==> src/rtl/pong_input_pkg.sv <==
// Shared definitions for the Pong input front-end: channel indices,
// the released pin level and default timing constants (50 MHz clock).
package pong_input_pkg;

   localparam int CH_UP   = 0;
   localparam int CH_DOWN = 1;
   localparam int CH_FIRE = 2;
   localparam int NUM_CH  = 3;

   // Joystick pins idle high; a low level means pressed.
   localparam logic RELEASED = 1'b1;

   localparam int DEF_DEBOUNCE_CYCLES = 500000;     // 10 ms
   localparam int DEF_REPEAT_DELAY    = 25000000;   // 500 ms
   localparam int DEF_REPEAT_PERIOD   = 5000000;    // 100 ms
   localparam int DEF_CNT_W           = 25;

   typedef logic [NUM_CH-1:0] ch_vec_t;

endpackage

==> src/rtl/debounce_channel.sv <==
// One input channel: 2-FF synchronizer, debounce counter and stable register.
// Exports the next-state stable level and a press event (stable about to go
// 1->0) so the parent can register its outputs on the very same edge.
module debounce_channel
   import pong_input_pkg::*;
#(
   parameter int DEBOUNCE_CYCLES = DEF_DEBOUNCE_CYCLES,
   parameter int CNT_W           = DEF_CNT_W
) (
   input  logic clock,
   input  logic reset,
   input  logic raw_n,
   output logic stable_nxt,
   output logic press_nxt
);

   localparam logic [CNT_W-1:0] CNT_LAST = CNT_W'(DEBOUNCE_CYCLES - 1);

   logic             sync1_q, sync1_d;
   logic             sync2_q, sync2_d;
   logic             stable_q, stable_d;
   logic [CNT_W-1:0] cnt_q, cnt_d;
   logic             press_d;

   // Next state: synchronizer shift plus the restart-on-bounce debounce count.
   always_comb begin
      sync1_d  = raw_n;
      sync2_d  = sync1_q;
      stable_d = stable_q;
      cnt_d    = cnt_q;
      press_d  = 1'b0;
      if (sync2_q == stable_q) begin
         cnt_d = '0;
      end else if (cnt_q == CNT_LAST) begin
         stable_d = sync2_q;
         cnt_d    = '0;
         press_d  = (sync2_q != RELEASED);
      end else begin
         cnt_d = cnt_q + {{(CNT_W-1){1'b0}}, 1'b1};
      end
   end

   // State registers; reset returns to released and drops any partial count.
   always_ff @(posedge clock) begin
      if (reset) begin
         sync1_q  <= RELEASED;
         sync2_q  <= RELEASED;
         stable_q <= RELEASED;
         cnt_q    <= '0;
      end else begin
         sync1_q  <= sync1_d;
         sync2_q  <= sync2_d;
         stable_q <= stable_d;
         cnt_q    <= cnt_d;
      end
   end

   assign stable_nxt = stable_d;
   assign press_nxt  = press_d;

endmodule

==> src/rtl/joystick_conditioner.sv <==
// Joystick/button conditioner: debounced active-low levels for the menus and
// one-cycle active-high press strobes for the game logic. Up+down held
// together reads as neutral. Optional auto-repeat of up/down is enabled by
// defining JOYSTICK_AUTOREPEAT_EN.
module joystick_conditioner
   import pong_input_pkg::*;
#(
   parameter int DEBOUNCE_CYCLES = DEF_DEBOUNCE_CYCLES,
   parameter int REPEAT_DELAY    = DEF_REPEAT_DELAY,
   parameter int REPEAT_PERIOD   = DEF_REPEAT_PERIOD,
   parameter int CNT_W           = DEF_CNT_W
) (
   input  logic clock,
   input  logic reset,
   input  logic raw_up_n,
   input  logic raw_down_n,
   input  logic raw_fire_n,
   output logic control_up,
   output logic control_down,
   output logic control_fire,
   output logic up_pulse,
   output logic down_pulse,
   output logic fire_pulse
);

   ch_vec_t raw_n_s;
   ch_vec_t stable_d;
   ch_vec_t press_d;
   ch_vec_t control_d, control_q;
   ch_vec_t pulse_d, pulse_q;
   logic    conflict_d;

   // Bad timing parameters are caught when the design is elaborated.
   if ((DEBOUNCE_CYCLES < 1) || (REPEAT_PERIOD < 1) || (REPEAT_DELAY < REPEAT_PERIOD)) begin : g_bad_params
      $error("joystick_conditioner: invalid timing parameters");
   end

   assign raw_n_s[CH_UP]   = raw_up_n;
   assign raw_n_s[CH_DOWN] = raw_down_n;
   assign raw_n_s[CH_FIRE] = raw_fire_n;

   for (genvar ch = 0; ch < NUM_CH; ch++) begin : g_ch
      debounce_channel #(
         .DEBOUNCE_CYCLES (DEBOUNCE_CYCLES),
         .CNT_W           (CNT_W)
      ) u_chan (
         .clock      (clock),
         .reset      (reset),
         .raw_n      (raw_n_s[ch]),
         .stable_nxt (stable_d[ch]),
         .press_nxt  (press_d[ch])
      );
   end

`ifdef JOYSTICK_AUTOREPEAT_EN
   // Hold counters run DELAY-PERIOD+1 .. DELAY after the first repeat, so
   // every visit to DELAY is one repeat event and the counter never grows.
   localparam int                NUM_DIR     = 2;
   localparam logic [CNT_W-1:0]  HOLD_FIRE   = CNT_W'(REPEAT_DELAY);
   localparam logic [CNT_W-1:0]  HOLD_RELOAD = CNT_W'(REPEAT_DELAY - REPEAT_PERIOD + 1);

   logic [CNT_W-1:0]   hold_q [NUM_DIR];
   logic [CNT_W-1:0]   hold_d [NUM_DIR];
   logic [NUM_DIR-1:0] rep_q, rep_d;
   logic [NUM_DIR-1:0] active_d;
`endif

   // Conflict masking, press strobes and (optionally) auto-repeat events.
   always_comb begin
      conflict_d = (stable_d[CH_UP] != RELEASED) && (stable_d[CH_DOWN] != RELEASED);
      control_d  = stable_d;
      pulse_d    = press_d;
      control_d[CH_UP]   = conflict_d ? RELEASED : stable_d[CH_UP];
      control_d[CH_DOWN] = conflict_d ? RELEASED : stable_d[CH_DOWN];
      pulse_d[CH_UP]     = press_d[CH_UP]   & ~conflict_d;
      pulse_d[CH_DOWN]   = press_d[CH_DOWN] & ~conflict_d;
`ifdef JOYSTICK_AUTOREPEAT_EN
      // Directions share indices 0/1 with CH_UP/CH_DOWN.
      for (int dir = 0; dir < NUM_DIR; dir++) begin
         active_d[dir] = (stable_d[dir] != RELEASED) && !conflict_d;
         if (!active_d[dir] || press_d[dir]) begin
            hold_d[dir] = '0;
         end else if (hold_q[dir] == HOLD_FIRE) begin
            hold_d[dir] = HOLD_RELOAD;
         end else begin
            hold_d[dir] = hold_q[dir] + {{(CNT_W-1){1'b0}}, 1'b1};
         end
         rep_d[dir]     = active_d[dir] && (hold_d[dir] == HOLD_FIRE);
         control_d[dir] = control_d[dir] | rep_d[dir];
         pulse_d[dir]   = pulse_d[dir] | (rep_q[dir] & active_d[dir]);
      end
`endif
   end

   // Output registers: levels and strobes update on the acceptance edge.
   always_ff @(posedge clock) begin
      if (reset) begin
         control_q <= {NUM_CH{RELEASED}};
         pulse_q   <= '0;
      end else begin
         control_q <= control_d;
         pulse_q   <= pulse_d;
      end
   end

`ifdef JOYSTICK_AUTOREPEAT_EN
   // Hold counters and the pending-repeat flags.
   always_ff @(posedge clock) begin
      if (reset) begin
         for (int dir = 0; dir < NUM_DIR; dir++) begin
            hold_q[dir] <= '0;
         end
         rep_q <= '0;
      end else begin
         for (int dir = 0; dir < NUM_DIR; dir++) begin
            hold_q[dir] <= hold_d[dir];
         end
         rep_q <= rep_d;
      end
   end
`endif

   assign control_up   = control_q[CH_UP];
   assign control_down = control_q[CH_DOWN];
   assign control_fire = control_q[CH_FIRE];
   assign up_pulse     = pulse_q[CH_UP];
   assign down_pulse   = pulse_q[CH_DOWN];
   assign fire_pulse   = pulse_q[CH_FIRE];

endmodule
==> config.mk <==
export PLATFORM = sky130hd
export DESIGN_NAME = joystick_conditioner
export DESIGN_NICKNAME = d
export VERILOG_FILES = /design/src/rtl/pong_input_pkg.sv /design/src/rtl/debounce_channel.sv /design/src/rtl/joystick_conditioner.sv
export SDC_FILE = /design/constraint.sdc
export NUM_CORES = 1
export LEC_CHECK = 0
export BUFFER_PORTS_ARGS = -buffer_cell sky130_fd_sc_hd__buf_4
export CORE_AREA = 2 2 98 100
export CTS_CLUSTER_SIZE = 12
export DETAILED_ROUTE_END_ITERATION = 6
export DIE_AREA = 0 0 100 102
export PLACE_DENSITY = 0.61
export SYNTH_ARGS = -nofsm -noshare
export SYNTH_HDL_FRONTEND = slang
export SYNTH_SLANG_ARGS = --single-unit
==> constraint.sdc <==
create_clock -name clock -period 2.7 [get_ports clock]
set_input_delay 0.135 -clock clock [delete_from_list [all_inputs] [get_ports clock]]
set_output_delay 0.135 -clock clock [all_outputs]
set_load 0.1 [all_outputs]
==> out/results.ini <==
[cts]
holdBufCountCts = 3
post-cts-setup-buffers = 0
ctsResizeCount = 0
clock_path_buffers = 2
clock_latency_ns = 0.36
clock_sinks = 89
cts_root_buffer = clkbuf_8
cts_buffers = 9
cts_tree = built
h-tree-depth = 3
clkTransAtPathRegs_ns = 0.08

[yosys]
synth_cells = 464
syn_area_um2 = 4034
ys_async_sr_fraction_pct = 0
synth_edf_count = 0
syn-num-nets = 472
synth-seq-cells = 89
yosys-top-cells-area = dfxtp_1, nor2_1, xor2_1
yosysTopAreaCellShare_pct = 44.17
yosysSeqAreaShare_pct = 44.17
ys_warn_count = 0
syn_area_per_cell_um2 = 8.694
yosys.area.top_type = dfxtp_1
synth_cell_type_count = 44
synth_ff_type = dfxtp_1

[timing]
finalSetupTns_ns = 0
skew_ns = 0.004191
hold_viol = 0
fmax_mhz = 459.8
rsz0062_at_grt = false
min_period_ns = 2.175
tightest_slew_ns = 0.5908
finalSetupViolCount = 0
slew_headroom_pct = 60.50
drv_slew = 0
post-route-period-util_pct = 80.55

[critical_path]
cp.arrival_ns = 2.46
path_max_fanout = 12
cp-end-kind = flip-flop
start_kind = flip-flop
required_ns = 2.99
setup.worst_path.class = flip-flop to flip-flop

[route]
drtPass1Iterations = 5
drt_iter0_drc = 127
wire_per_inst_um = 13.83
antenna_left = 0
drc = 0
vias = 3365
wirelength_um = 8145
via_per_inst = 5.713

[floorplanning]
die_y_um = 102
coreArea_um2 = 9109
fp.dieW_um = 100
start_util_pct = 44.29
rows = 35
pin_count = 11
die_area_um2 = 10200

[cells_and_area]
finalNetCount = 481
fin_area_um2 = 4448
drive_gt1_share_pct = 9.414
syn2layout_area_growth_pct = 10.27
n_fill_cell = 872
diodes = 0

[global_routing]
grt_max_degree = 26
overflow = 0
grt_pass1_wl_um = 13900
grt_pass1_vias = 3017
antenna_found_initial = 0
grt.total_usage_pct = 16.84

[placed_design]
place_congestion = 0.8155
placed_cell_area_um2 = 4193
dpl.hpwl_um = 5671
io_buffers = 10

[power_and_ir_drop]
leakage_nw = 1.305
power.density_nw_per_um2 = 526.6
ir_drop_uv = 410.2

[worst_hold_path]
holdCritPathClass = primary input to flip-flop

[outcome]
status = finished, final reports clean

[job]
maxCapViolations = 0

==> cell usage after synthesis (all sizes together), types with 2 or more instances <==
master   n
a211o    2
a21oi   34
nand3   30
nand3b   2
o31ai   10
or3     22
inv     11
or4     14
and3     7
nor3     6
clkbuf  15
xor2    20
xnor2   19
and4    12
nand2   19
nand4   26
nor4b    8
dfxtp   89
o21ai   25
nor4    16
buf      5
nor2    48
and2     2
or2      8
ha       3
==> worst paths after layout <==
| path | start | depth (start not counted) | end | slack, ns |
|---|---|---|---|---|
| max | g_ch[0].u_chan.cnt_q[0] | 5 | g_ch[0].u_chan.cnt_q[24] | 0.53 |
| min | reset | 2 | g_ch[2].u_chan.cnt_q[4] | 0.10 |
| max reg2reg | g_ch[0].u_chan.cnt_q[0] | 5 | g_ch[0].u_chan.cnt_q[24] | 0.53 |
| min reg2reg | g_ch[0].u_chan.sync1_q | 1 | g_ch[0].u_chan.sync2_q | 0.41 |
==> critical path, stage by stage (launching register included) <==
cell	delay [ns]
dfxtp_1	0.43
ha_1	0.29
inv_1	0.13
or4_4	0.62
or4_1	0.49
a21oi_1	0.15
==> cell type report <==
| cell class | count | area (um^2) | area share (%) |
|---|---|---|---|
| Multi-Input combinational cell | 344 | 2118 | 47.62 |
| Sequential cell | 89 | 1782 | 40.06 |
| Clock buffer | 13 | 178.9 | 4.023 |
| Timing Repair Buffer | 18 | 142.6 | 3.207 |
| Tap cell | 111 | 138.9 | 3.122 |
| Clock inverter | 3 | 46.29 | 1.041 |
| Inverter | 11 | 41.29 | 0.9283 |
==> flip-flops by register name, indices dropped and copies added (netlist names) <==
signal	cells
control_q	2
g_ch.u_chan.cnt_q	75
g_ch.u_chan.stable_q	3
g_ch.u_chan.sync1_q	3
pulse_q	3
g_ch.u_chan.sync2_q	3
==> power by group <==
part           switching [W]  internal, W  total [W]
Combinational      0.0000176    0.0000143  0.0000320
Clock               0.000460     0.000531   0.000990
Sequential        0.00000356      0.00132    0.00132
==> per-layer routing <==
| metal | share of wire (%) | up-vias | wire [um] | global-route usage, % |
|---|---|---|---|---|
| met3 | 4.6 | 6 | 374 | 3.967 |
| met4 | 0.86 | 0 | 70 | 6.112 |
| li1 | - | 1729 | - | - |
| met2 | 47 | 71 | 3826 | 27.55 |
| met5 | 0 | - | 0 | 0 |
| met1 | 48 | 1559 | 3873 | 21.91 |
==> cell usage in the layout, fill, tap and decap left out, types with 8 or more instances in the layout <==
cell type,count
or3_1,22
nand2_1,19
o31ai_1,10
a21oi_1,34
nand3_1,30
nor4_1,15
nor4b_1,8
or4_1,13
o21ai_0,23
or2_2,8
buf_4,15
nand4_1,25
nor2_1,48
clkbuf_8,13
inv_1,11
xnor2_1,19
xor2_1,20
and4_1,12
dfxtp_1,89
==> logic make-up after synthesis <==
kind of cell | after synthesis | share of synthesized area [%]
buffers and inverters | 31 | 3.318
and+or+nand+nor | 223 | 31.82
adders and majority gates | 3 | 0.9306
AOI/OAI and AO/OA | 79 | 11.29
DFF | 89 | 44.17
xor gates and xnor gates | 39 | 8.468
==> stage by stage <==
step                instances  setup slack (ns)  util [%]  hold WS (ns)  total power (W)
floorplan                 464            0.7801         -        0.2388         0.001370
global placement          570            0.6356     46.03        0.3212         0.001380
detailed placement        570            0.6085     46.03        0.3218         0.001380
CTS                       589            0.5529     48.83       0.09393         0.002378
global route              589            0.4221     48.83        0.1006         0.002432
finish                    589            0.5253     48.83        0.1006         0.002342
Power figures use the tool's default switching activity.
